<file path="src/rtl/operand_issue_stage.sv">
// Single-entry operand issue stage: holds one decoded instruction, resolves sources
// against the scoreboard/forwarding buses and pushes operands into a registered slot.
package pkg_opengpu;
    localparam int WARP_ID_WIDTH  = 2;
    localparam int REG_ADDR_WIDTH = 5;
endpackage

module operand_issue_stage
    import pkg_opengpu::*;
#(
    parameter int NUM_WARPS  = 4,
    parameter int DATA_WIDTH = 32,
    parameter int CTRL_WIDTH = 32,
    parameter int CNT_WIDTH  = 16
) (
    input  logic                      clk,
    input  logic                      rst,
    input  logic                      in_valid,
    output logic                      in_ready,
    input  logic [WARP_ID_WIDTH-1:0]  in_warp_id,
    input  logic [REG_ADDR_WIDTH-1:0] in_rs1,
    input  logic [REG_ADDR_WIDTH-1:0] in_rs2,
    input  logic [REG_ADDR_WIDTH-1:0] in_rs3,
    input  logic                      in_uses_rs1,
    input  logic                      in_uses_rs2,
    input  logic                      in_uses_rs3,
    input  logic [REG_ADDR_WIDTH-1:0] in_rd,
    input  logic                      in_reg_write,
    input  logic                      in_is_load,
    input  logic [CTRL_WIDTH-1:0]     in_ctrl,
    output logic                      sb_decode_valid,
    output logic [WARP_ID_WIDTH-1:0]  sb_decode_warp_id,
    output logic [REG_ADDR_WIDTH-1:0] sb_rs1,
    output logic [REG_ADDR_WIDTH-1:0] sb_rs2,
    output logic [REG_ADDR_WIDTH-1:0] sb_rs3,
    output logic                      sb_uses_rs1,
    output logic                      sb_uses_rs2,
    output logic                      sb_uses_rs3,
    input  logic                      sb_rs1_hazard,
    input  logic                      sb_rs2_hazard,
    input  logic                      sb_rs3_hazard,
    input  logic                      sb_rs1_fwd_valid,
    input  logic                      sb_rs2_fwd_valid,
    input  logic                      sb_rs3_fwd_valid,
    input  logic [1:0]                sb_rs1_fwd_stage,
    input  logic [1:0]                sb_rs2_fwd_stage,
    input  logic [1:0]                sb_rs3_fwd_stage,
    input  logic                      sb_load_use_hazard,
    output logic                      sb_exec_issue,
    output logic [WARP_ID_WIDTH-1:0]  sb_exec_warp_id,
    output logic [REG_ADDR_WIDTH-1:0] sb_exec_rd,
    output logic                      sb_exec_reg_write,
    output logic                      sb_exec_is_load,
    output logic [WARP_ID_WIDTH-1:0]  rf_warp_id,
    output logic [REG_ADDR_WIDTH-1:0] rf_raddr1,
    output logic [REG_ADDR_WIDTH-1:0] rf_raddr2,
    output logic [REG_ADDR_WIDTH-1:0] rf_raddr3,
    input  logic [DATA_WIDTH-1:0]     rf_rdata1,
    input  logic [DATA_WIDTH-1:0]     rf_rdata2,
    input  logic [DATA_WIDTH-1:0]     rf_rdata3,
    input  logic [DATA_WIDTH-1:0]     fwd_ex_data,
    input  logic [DATA_WIDTH-1:0]     fwd_mem_data,
    input  logic [DATA_WIDTH-1:0]     fwd_wb_data,
    input  logic                      flush,
    input  logic [WARP_ID_WIDTH-1:0]  flush_warp_id,
    output logic                      out_valid,
    input  logic                      out_ready,
    output logic [WARP_ID_WIDTH-1:0]  out_warp_id,
    output logic [REG_ADDR_WIDTH-1:0] out_rd,
    output logic                      out_reg_write,
    output logic                      out_is_load,
    output logic [CTRL_WIDTH-1:0]     out_ctrl,
    output logic [DATA_WIDTH-1:0]     out_op1,
    output logic [DATA_WIDTH-1:0]     out_op2,
    output logic [DATA_WIDTH-1:0]     out_op3,
    output logic [CNT_WIDTH-1:0]      stall_cycles,
    output logic [CNT_WIDTH-1:0]      load_use_stalls
);

    typedef enum logic [1:0] {
        S_EMPTY,
        S_HELD,
        S_STALLED
    } state_t;

    state_t                    r_state;
    logic [WARP_ID_WIDTH-1:0]  r_hold_warp;
    logic [REG_ADDR_WIDTH-1:0] r_hold_rs1;
    logic [REG_ADDR_WIDTH-1:0] r_hold_rs2;
    logic [REG_ADDR_WIDTH-1:0] r_hold_rs3;
    logic                      r_hold_uses1;
    logic                      r_hold_uses2;
    logic                      r_hold_uses3;
    logic [REG_ADDR_WIDTH-1:0] r_hold_rd;
    logic                      r_hold_reg_write;
    logic                      r_hold_is_load;
    logic [CTRL_WIDTH-1:0]     r_hold_ctrl;

    logic                      r_out_valid;
    logic [WARP_ID_WIDTH-1:0]  r_out_warp;
    logic [REG_ADDR_WIDTH-1:0] r_out_rd;
    logic                      r_out_reg_write;
    logic                      r_out_is_load;
    logic [CTRL_WIDTH-1:0]     r_out_ctrl;
    logic [DATA_WIDTH-1:0]     r_out_op1;
    logic [DATA_WIDTH-1:0]     r_out_op2;
    logic [DATA_WIDTH-1:0]     r_out_op3;
    logic [CNT_WIDTH-1:0]      r_stall_cycles;
    logic [CNT_WIDTH-1:0]      r_load_use_stalls;

    logic w_hold_valid;
    logic w_flush_en;
    logic w_src_ok1;
    logic w_src_ok2;
    logic w_src_ok3;
    logic w_blocked;
    logic w_flush_hit_hold;
    logic w_flush_hit_out;
    logic w_flush_hit_in;
    logic w_can_issue;
    logic w_out_free;
    logic w_issue_fire;
    logic w_capture;
    logic w_load;
    logic [DATA_WIDTH-1:0] w_op1;
    logic [DATA_WIDTH-1:0] w_op2;
    logic [DATA_WIDTH-1:0] w_op3;

    function automatic logic f_src_ok(
        input logic                      uses,
        input logic [REG_ADDR_WIDTH-1:0] rs,
        input logic                      haz,
        input logic                      fwd_valid,
        input logic [1:0]                stage
    );
        return !uses || (rs == '0) || !haz || (fwd_valid && (stage != 2'd3));
    endfunction

    function automatic logic [DATA_WIDTH-1:0] f_sel_op(
        input logic                      uses,
        input logic [REG_ADDR_WIDTH-1:0] rs,
        input logic                      haz,
        input logic [1:0]                stage,
        input logic [DATA_WIDTH-1:0]     rf,
        input logic [DATA_WIDTH-1:0]     ex,
        input logic [DATA_WIDTH-1:0]     mem,
        input logic [DATA_WIDTH-1:0]     wb
    );
        logic [DATA_WIDTH-1:0] v;
        v = rf;
        if (!uses || (rs == '0)) begin
            v = '0;
        end else if (haz) begin
            case (stage)
                2'd0:    v = ex;
                2'd1:    v = mem;
                2'd2:    v = wb;
                default: v = '0;
            endcase
        end
        return v;
    endfunction

    assign w_hold_valid = (r_state != S_EMPTY);
    // Flush ids outside the configured warp range cannot name any entry.
    assign w_flush_en   = flush &&
                          ({{(32-WARP_ID_WIDTH){1'b0}}, flush_warp_id} < 32'(NUM_WARPS));

    assign w_src_ok1 = f_src_ok(r_hold_uses1, r_hold_rs1, sb_rs1_hazard, sb_rs1_fwd_valid, sb_rs1_fwd_stage);
    assign w_src_ok2 = f_src_ok(r_hold_uses2, r_hold_rs2, sb_rs2_hazard, sb_rs2_fwd_valid, sb_rs2_fwd_stage);
    assign w_src_ok3 = f_src_ok(r_hold_uses3, r_hold_rs3, sb_rs3_hazard, sb_rs3_fwd_valid, sb_rs3_fwd_stage);
    assign w_blocked = sb_load_use_hazard || !w_src_ok1 || !w_src_ok2 || !w_src_ok3;

    assign w_flush_hit_hold = w_flush_en && w_hold_valid && (r_hold_warp == flush_warp_id);
    assign w_flush_hit_out  = w_flush_en && r_out_valid && (r_out_warp == flush_warp_id);
    assign w_flush_hit_in   = w_flush_en && (in_warp_id == flush_warp_id);

    assign w_can_issue  = w_hold_valid && !w_blocked && !w_flush_hit_hold;
    assign w_out_free   = !r_out_valid || out_ready;
    assign w_issue_fire = w_can_issue && w_out_free;

    assign in_ready  = !w_hold_valid || w_issue_fire || w_flush_hit_hold;
    assign w_capture = in_valid && in_ready;
    assign w_load    = w_capture && !w_flush_hit_in;

    assign w_op1 = f_sel_op(r_hold_uses1, r_hold_rs1, sb_rs1_hazard, sb_rs1_fwd_stage, rf_rdata1,
                            fwd_ex_data, fwd_mem_data, fwd_wb_data);
    assign w_op2 = f_sel_op(r_hold_uses2, r_hold_rs2, sb_rs2_hazard, sb_rs2_fwd_stage, rf_rdata2,
                            fwd_ex_data, fwd_mem_data, fwd_wb_data);
    assign w_op3 = f_sel_op(r_hold_uses3, r_hold_rs3, sb_rs3_hazard, sb_rs3_fwd_stage, rf_rdata3,
                            fwd_ex_data, fwd_mem_data, fwd_wb_data);

    assign sb_decode_valid   = w_hold_valid;
    assign sb_decode_warp_id = r_hold_warp;
    assign sb_rs1            = r_hold_rs1;
    assign sb_rs2            = r_hold_rs2;
    assign sb_rs3            = r_hold_rs3;
    assign sb_uses_rs1       = r_hold_uses1;
    assign sb_uses_rs2       = r_hold_uses2;
    assign sb_uses_rs3       = r_hold_uses3;

    assign sb_exec_issue     = w_issue_fire;
    assign sb_exec_warp_id   = r_hold_warp;
    assign sb_exec_rd        = r_hold_rd;
    assign sb_exec_reg_write = r_hold_reg_write;
    assign sb_exec_is_load   = r_hold_is_load;

    assign rf_warp_id = r_hold_warp;
    assign rf_raddr1  = r_hold_rs1;
    assign rf_raddr2  = r_hold_rs2;
    assign rf_raddr3  = r_hold_rs3;

    // Hold entry and FSM: a refill (including after issue or flush) always wins.
    always_ff @(posedge clk or posedge rst) begin
        if (rst) begin
            r_state          <= S_EMPTY;
            r_hold_warp      <= '0;
            r_hold_rs1       <= '0;
            r_hold_rs2       <= '0;
            r_hold_rs3       <= '0;
            r_hold_uses1     <= 1'b0;
            r_hold_uses2     <= 1'b0;
            r_hold_uses3     <= 1'b0;
            r_hold_rd        <= '0;
            r_hold_reg_write <= 1'b0;
            r_hold_is_load   <= 1'b0;
            r_hold_ctrl      <= '0;
        end else begin
            if (w_load) begin
                r_state          <= S_HELD;
                r_hold_warp      <= in_warp_id;
                r_hold_rs1       <= in_rs1;
                r_hold_rs2       <= in_rs2;
                r_hold_rs3       <= in_rs3;
                r_hold_uses1     <= in_uses_rs1;
                r_hold_uses2     <= in_uses_rs2;
                r_hold_uses3     <= in_uses_rs3;
                r_hold_rd        <= in_rd;
                r_hold_reg_write <= in_reg_write;
                r_hold_is_load   <= in_is_load;
                r_hold_ctrl      <= in_ctrl;
            end else if (!w_hold_valid || w_issue_fire || w_flush_hit_hold) begin
                r_state <= S_EMPTY;
            end else if (w_blocked) begin
                r_state <= S_STALLED;
            end else begin
                r_state <= S_HELD;
            end
        end
    end

    always_ff @(posedge clk or posedge rst) begin
        if (rst) begin
            r_out_valid     <= 1'b0;
            r_out_warp      <= '0;
            r_out_rd        <= '0;
            r_out_reg_write <= 1'b0;
            r_out_is_load   <= 1'b0;
            r_out_ctrl      <= '0;
            r_out_op1       <= '0;
            r_out_op2       <= '0;
            r_out_op3       <= '0;
        end else if (w_issue_fire) begin
            r_out_valid     <= 1'b1;
            r_out_warp      <= r_hold_warp;
            r_out_rd        <= r_hold_rd;
            r_out_reg_write <= r_hold_reg_write;
            r_out_is_load   <= r_hold_is_load;
            r_out_ctrl      <= r_hold_ctrl;
            r_out_op1       <= w_op1;
            r_out_op2       <= w_op2;
            r_out_op3       <= w_op3;
        end else if (out_ready || w_flush_hit_out) begin
            r_out_valid <= 1'b0;
        end
    end

    always_ff @(posedge clk or posedge rst) begin
        if (rst) begin
            r_stall_cycles    <= '0;
            r_load_use_stalls <= '0;
        end else begin
            if ((r_state == S_STALLED) && (r_stall_cycles != '1)) begin
                r_stall_cycles <= r_stall_cycles + 1'b1;
            end
            if (w_hold_valid && sb_load_use_hazard && (r_load_use_stalls != '1)) begin
                r_load_use_stalls <= r_load_use_stalls + 1'b1;
            end
        end
    end

    assign out_valid       = r_out_valid;
    assign out_warp_id     = r_out_warp;
    assign out_rd          = r_out_rd;
    assign out_reg_write   = r_out_reg_write;
    assign out_is_load     = r_out_is_load;
    assign out_ctrl        = r_out_ctrl;
    assign out_op1         = r_out_op1;
    assign out_op2         = r_out_op2;
    assign out_op3         = r_out_op3;
    assign stall_cycles    = r_stall_cycles;
    assign load_use_stalls = r_load_use_stalls;

endmodule

</file>
<file path="config.mk">
export PLATFORM = sky130hd
export DESIGN_NAME = operand_issue_stage
export DESIGN_NICKNAME = d
export VERILOG_FILES = /design/src/rtl/operand_issue_stage.sv
export SDC_FILE = /design/constraint.sdc
export NUM_CORES = 1
export LEC_CHECK = 0
export ABC_AREA = 1
export BUFFER_PORTS_ARGS = -buffer_cell sky130_fd_sc_hd__buf_2
export CORE_AREA = 2 2 192 194
export CTS_BUF_LIST = sky130_fd_sc_hd__clkbuf_16
export DETAILED_ROUTE_END_ITERATION = 8
export DIE_AREA = 0 0 194 196
export GPL_TIMING_DRIVEN = 0
export PLACE_DENSITY = 0.61
export SYNTH_ARGS = -nofsm -noshare
export SYNTH_HDL_FRONTEND = slang
export SYNTH_SLANG_ARGS = --single-unit
</file>
<file path="constraint.sdc">
create_clock -name clk -period 6.2 [get_ports clk]
set_clock_uncertainty 0.05 [all_clocks]
set_input_delay 0 -clock clk [delete_from_list [all_inputs] [get_ports clk]]
set_output_delay 0 -clock clk [all_outputs]
set_load 0.005 [all_outputs]
</file>
==> flow_metrics.env, run 1 <==
export IMPL_ys_warn_count=0
export IMPL_startpoint="rf_warp_id[0]$_DFFE_PP0P_"
export IMPL_crit_fanout=10
export IMPL_worst_pin_slew_ps=739
export IMPL_hp_class="in -> reg"
export IMPL_clock_fmax_mhz=349
export IMPL_antenna_found_initial=22
export IMPL_fin_nets=2887
export IMPL_crit_chain="inv_1 > nand2_1 > nand3_1 > dlygate4sd3_1 > o21ai_1 > nor2_2 > nand2_4 > inv_2 > buf_4 > buf_4 > buf_2"
export IMPL_grt_pass1_wl_um=88600
export IMPL_cp_start_kind="flip-flop"
export IMPL_relSlewSlack_pct=50.7
export IMPL_peakVddDrop_mv=0.265
export IMPL_firstDrtPassIters=5
export IMPL_seq_area_frac_synth_pct=45.7
export IMPL_gp_congestion=0.960
export IMPL_cts_buffers=26
export IMPL_path_clk_slew_ps=60
export IMPL_dp_cells=2802
export IMPL_cts_buffer_depth=3
export IMPL_setup_viol=0
export IMPL_vias_per_cell=4.96
export IMPL_rsz0062_at_grt="false"
export IMPL_post_cts_resize_count=0
export IMPL_start_util_pct=35.0
export IMPL_clock_root_buffer="clkbuf_16"
export IMPL_final_antenna_net_count=0
export IMPL_status="finished, violations left"
export IMPL_crit_slowest_cell="dlygate4sd3_1"
export IMPL_cap_viol_max_count=0
export IMPL_violations="negative hold slack"
export IMPL_fp_row_count=70
export IMPL_wl_per_cell_um=18.6
export IMPL_met2_usage_pct=50.6
export IMPL_core_um2=36100
export IMPL_drive_gt1_share_pct=23.2
export IMPL_r2r_start="rf_warp_id[0]$_DFFE_PP0P_"
export IMPL_syn_to_final_growth_pct=51.7
export IMPL_whs_ps=-11.0
export IMPL_path_class="reg -> out"
export IMPL_drt_iter0_drc=1095
export IMPL_critPathBufInv=6
export IMPL_yosys_register_bits=231
export IMPL_insertion_delay_ps=560
export IMPL_required_ps=6150
export IMPL_tns_ps=0
export IMPL_cellPowerDensity_nw_per_um2=384
export IMPL_ys_types=26
export IMPL_period_share_pct=46.2
export IMPL_syn_area_per_cell_um2=6.86
export IMPL_grt_max_degree=42
export IMPL_gr_total_overflow=0
export IMPL_crit_top_cell="buf_4"
export IMPL_dieHeight_um=196
export IMPL_grt_pass1_vias=15400
export IMPL_cpPeakStageDelay_ps=550
export IMPL_met1_usage_pct=37.6
export IMPL_cts_sinks=231
export IMPL_postRouteWirelength_um=58100
export IMPL_die_w_um=194
export IMPL_crit_arrival_ps=2810
export IMPL_finalCriticalPeriod_ps=2860
export IMPL_ios=490
export IMPL_grtUsageMet3_pct=5.71
export IMPL_vias=15500
export IMPL_p_leak_uw=0.0107
export IMPL_synth_area_um2=12600
export IMPL_min_from="fwd_wb_data[8]"
export IMPL_hold_viol=1
export IMPL_cts_tree="built"
export IMPL_htreeDepth=1
export IMPL_drc=0
export IMPL_numPortBuffers=486
export IMPL_synth_cells=1842
export IMPL_crit_path_end_kind="primary output"
export IMPL_die_area_um2=38000
export IMPL_hpwl_um=44400
export IMPL_fin_cells=3121
export IMPL_layout_commonest_cell="nand2_1"
export IMPL_final_cell_mix="1050 x nand2_1, 518 x buf_2, 252 x dlygate4sd3_1"
export IMPL_crit_family="buffers and inverters"
export IMPL_grt_usage_pct=30.0
export IMPL_top_usage_layer="met2"
export IMPL_synth_nets=2115
export IMPL_drv_slew=0
-- cells in the mapped netlist (all sizes together) --
master | count | area (um^2)
a21oi | 100 | 500
nor2 | 29 | 119
nand4 | 4 | 25.0
inv | 54 | 203
or2 | 1 | 6.26
dfrtp | 231 | 5780
xor2 | 24 | 210
clkbuf | 55 | 206
buf | 71 | 442
nand2 | 1055 | 3980
o21ai | 8 | 40.0
o211ai | 4 | 30.0
ha | 2 | 25.0
nand3b | 3 | 22.5
nand3 | 180 | 901
xnor2 | 9 | 78.8
a41oi | 1 | 16.3
nor3 | 11 | 55.1
-- through the flow --
step	power, uW	hold WS (ps)	cell area, um^2	setup slack, ps	util, %
CTS	7390	1.47	19100	3310	53.0
floorplan	4070	94.5	12600	3130	-
finish	7360	-11.0	19200	3340	53.1
detailed placement	5540	-69.0	15800	4070	43.7
global route	7870	9.94	19200	3190	53.1
global placement	5470	177	15700	1550	43.4
-- per-layer routing --
metal / routed length, um / vias up
met4: 2670 / 8
met2: 27500 / 735
met1: 23100 / 7260
met3: 4850 / 180
met5: 57 / -
li1: - / 7293
-- layout make-up --
class	count	area, um^2
inverter	54	206
clock buffer	26	651
fill	3575	16900
tap	468	586
buffer	126	648
sequential	231	5780
antenna	19	47.5
timing repair buffer	744	5070
clock inverter	22	175
multi-input combinational	1431	6010
-- flip-flops by register name (all words and copies together), names as in the netlist, 16 cells and up --
signal	cells
out_ctrl	32
out_op1	32
out_op2	32
out_op3	32
r_hold_ctrl	32
load_use_stalls	16
stall_cycles	16
-- power by group --
part           internal [uW]  switching [uW]  total, uW  leakage [uW]
clock network            851             680       1530      0.000408
logic                   1370            1830       3200       0.00731
registers               2180             447       2620       0.00299
-- worst reg2reg max path: stages, from the launching register on --
cell	delay, ps
dfrtp_1	490
inv_1	90
nand2_1	70
nand3_1	60
dlygate4sd3_1	550
o21ai_1	250
nor2_2	80
nand2_4	100
buf_2	350
buf_2	330
nand2_1	100
nand2_1	90
-- final timing paths --
check | endpoint | slack, ps | cells after the start
max | sb_exec_issue | 3340 | 11
min | out_op1[8]$_DFFE_PP0P_ | -10 | 7
max reg2reg | out_op2[19]$_DFFE_PP0P_ | 3530 | 11
min reg2reg | out_ctrl[8]$_DFFE_PP0P_ | 420 | 2
max in group asynchronous | out_ctrl[31]$_DFFE_PP0P_ | 4780 | 6
min in group asynchronous | stall_cycles[14]$_DFFE_PP0P_ | 510 | 4
-- what timing repair did --
| action | in CTS | in global routing |
|---|---|---|
| hold endpoints to repair | 389 | 0 |
| buffers inserted | 0 | 0 |
| hold buffers | 252 | 0 |
-- cells by family (layout without fill, tap and decap cells) --
logic type,after synthesis,after routing,share of synthesized area [%]
simple gates,1283,1283,40.4
flops,231,231,45.7
buf+inv,180,972,6.73
compound gates,113,113,4.64
xor+xnor,33,33,2.29
fa+ha+maj,2,2,0.198
other cells,0,19,0
(Power assumes the default switching activity.)
==> run 2, diff against run 1 <==
- clock period: 6.2 -> 2.4 ns (I/O delays scaled with it)
==> run 2 against run 1 <==
Against the previous run:
- the run still ends with negative hold slack left
- sequential share of layout area fell by 0.57 points
- final cell count rose by 1.1%
- non-clock buffer count rose by 35
- utilization rose by 1.0 points
- setup slack got worse by 3200 ps
- die area did not move
- highest routed layer unchanged
- sequential cell count did not move
- combinational power rose to 2.6 times the previous value
- design area rose by 2.0%
- global-route usage rose by 0.15 points
- via count rose by 1.5%
==> flow_metrics.env, run 2 (synthesized netlist as in run 1, its figures left out) <==
export IMPL_final_antenna_net_count=0
export IMPL_vias_per_cell=4.98
export IMPL_p_total_uw=19000
export IMPL_gr_total_overflow=0
export IMPL_drive_gt1_share_pct=23.2
export IMPL_p_leak_uw=0.0108
export IMPL_whs_ps=-13.2
export IMPL_die_w_um=194
export IMPL_final_cell_mix="1049 x nand2_1, 517 x buf_2, 288 x dlygate4sd3_1"
export IMPL_cts_buffers=26
export IMPL_r2r_start="rf_raddr3[3]$_DFFE_PP0P_"
export IMPL_htreeDepth=1
export IMPL_layout_commonest_cell="nand2_1"
export IMPL_min_from="fwd_ex_data[8]"
export IMPL_nFillCells=3534
export IMPL_cap_viol_max_count=0
export IMPL_drv_slew=0
export IMPL_drc=0
export IMPL_reg2reg_to="out_op3[8]$_DFFE_PP0P_"
export IMPL_setup_viol=0
export IMPL_crit_chain="nor2_1 > nand3b_1 > nand2_1 > clkbuf_2 > a21oi_1 > dlygate4sd3_1 > nand2_1 > nand2_1"
export IMPL_post_route_util_pct=54.2
export IMPL_start_util_pct=35.0
export IMPL_crit_top_cell="nand2_1"
export IMPL_hp_class="in -> reg"
export IMPL_cpPeakStageDelay_ps=570
export IMPL_crit_path_end_kind="flip-flop"
export IMPL_insertion_delay_ps=560
export IMPL_worst_pin_slew_ps=733
export IMPL_cellPowerDensity_nw_per_um2=970
export IMPL_crit_arrival_ps=2660
export IMPL_cp_start_kind="flip-flop"
export IMPL_grt_max_degree=42
export IMPL_firstDrtPassIters=5
export IMPL_drt_iter0_drc=1112
export IMPL_die_area_um2=38000
export IMPL_post_cts_setup_buffers=0
export IMPL_hpwl_um=44400
export IMPL_hold_viol=2
export IMPL_postRouteWirelength_um=58600
export IMPL_clock_root_buffer="clkbuf_16"
export IMPL_numPortBuffers=486
export IMPL_vias=15700
export IMPL_core_um2=36100
export IMPL_critPathBufInv=2
export IMPL_fin_nets=2922
export IMPL_crit_family="buffers and inverters"
export IMPL_status="finished, violations left"
export IMPL_regArea_um2=5780
export IMPL_hold_path_endpoint="out_op1[8]$_DFFE_PP0P_"
export IMPL_violations="negative hold slack"
export IMPL_ios=490
export IMPL_grt_pass1_wl_um=89200
export IMPL_antenna_found_initial=21
export IMPL_finalCriticalPeriod_ps=2270
export IMPL_tns_ps=0
export IMPL_cts_sinks=231
export IMPL_cts_tree="built"
export IMPL_multi_input_area_um2=6010
export IMPL_ff2ff_path_depth=8
export IMPL_path_clk_slew_ps=60
export IMPL_required_ps=2800
export IMPL_fp_row_count=70
export IMPL_path_class="reg -> reg"
export IMPL_grt_pass1_vias=15700
export IMPL_r2r_setup_slack_ps=130
export IMPL_crit_fanout=10
export IMPL_period_share_pct=94.4
export IMPL_cts_buffer_depth=3
export IMPL_wl_per_cell_um=18.6
export IMPL_clock_fmax_mhz=441
export IMPL_grt_usage_pct=30.2
export IMPL_crit_slowest_cell="dlygate4sd3_1"
export IMPL_dieHeight_um=196
export IMPL_syn_to_final_growth_pct=54.7
export IMPL_peakVddDrop_mv=0.613
export IMPL_relSlewSlack_pct=51.1
export IMPL_hold_depth=7
export IMPL_gp_congestion=0.960
run 2: worst max-delay path by stage:
stage	from	to	slack (ps)	cells after the start
2_1_floorplan	rst	load_use_stalls[0]$_DFFE_PP0P_	-670	1
3_3_place_gp	rst	out_ctrl[2]$_DFFE_PP0P_	-2250	2
3_5_place_dp	rf_warp_id[1]$_DFFE_PP0P_	out_ctrl[1]$_DFFE_PP0P_	270	8
4_1_cts	rf_raddr2[3]$_DFFE_PP0P_	sb_exec_issue	3	10
5_1_grt	rf_raddr1[2]$_DFFE_PP0P_	in_ready	-7	9
6_report	rf_raddr3[3]$_DFFE_PP0P_	out_op3[8]$_DFFE_PP0P_	130	8
run 2: worst min-delay path, stage by stage:
cell and delay, ps:
buf_2 120, nand2_1 60, nand3_1 90, nand2_1 70, a21oi_1 80, nand2_1 80, nand2_1 50
run 2: power breakdown:
part           internal [uW]  switching (uW)
clock network           2200            1760
logic                   3480            4740
registers               5620            1160
run 2: per-layer routing:
metal | share of wire, % | track usage [%] | up-vias
li1 | - | - | 7374
met1 | 40 | 37.3 | 7392
met2 | 47 | 50.8 | 770
met5 | 0.090 | 0 | -
met4 | 4.5 | 13.3 | 8
met3 | 8.4 | 6.41 | 164
run 2: final cells by class:
| cell class | count | area share [%] |
|---|---|---|
| Tap cell | 468 | 3.00 |
| Clock inverter | 22 | 0.896 |
| Inverter | 54 | 1.06 |
| Multi-Input combinational cell | 1431 | 30.8 |
| Buffer | 125 | 3.35 |
| Antenna cell | 19 | 0.243 |
| Timing Repair Buffer | 780 | 27.8 |
| Sequential cell | 231 | 29.6 |
| Clock buffer | 26 | 3.33 |
run 2: per-stage QoR:
stage | worst slack (ps) | std cells | instance area, um^2 | hold slack [ps]
final | 134 | 3156 | 19600 | -13.2
after global routing | -6.86 | 3153 | 19500 | 8.81
after detailed placement | 268 | 2802 | 15800 | -69.0
after global placement | -2250 | 2796 | 15700 | 177
after CTS | 3.07 | 3138 | 19500 | 1.06
after floorplan | -672 | 1842 | 12600 | 94.5
run 2: what timing repair did:
| action | 4_1_cts | 5_1_grt |
|---|---|---|
| hold buffers | 288 | 0 |
| endpoints found under the hold margin | 389 | 0 |
| pin swaps | 1 | 0 |
| cloned | 0 | 0 |
| endpoints found under the setup margin | 2 | 41 |
| gates resized for setup | 1 | 16 |
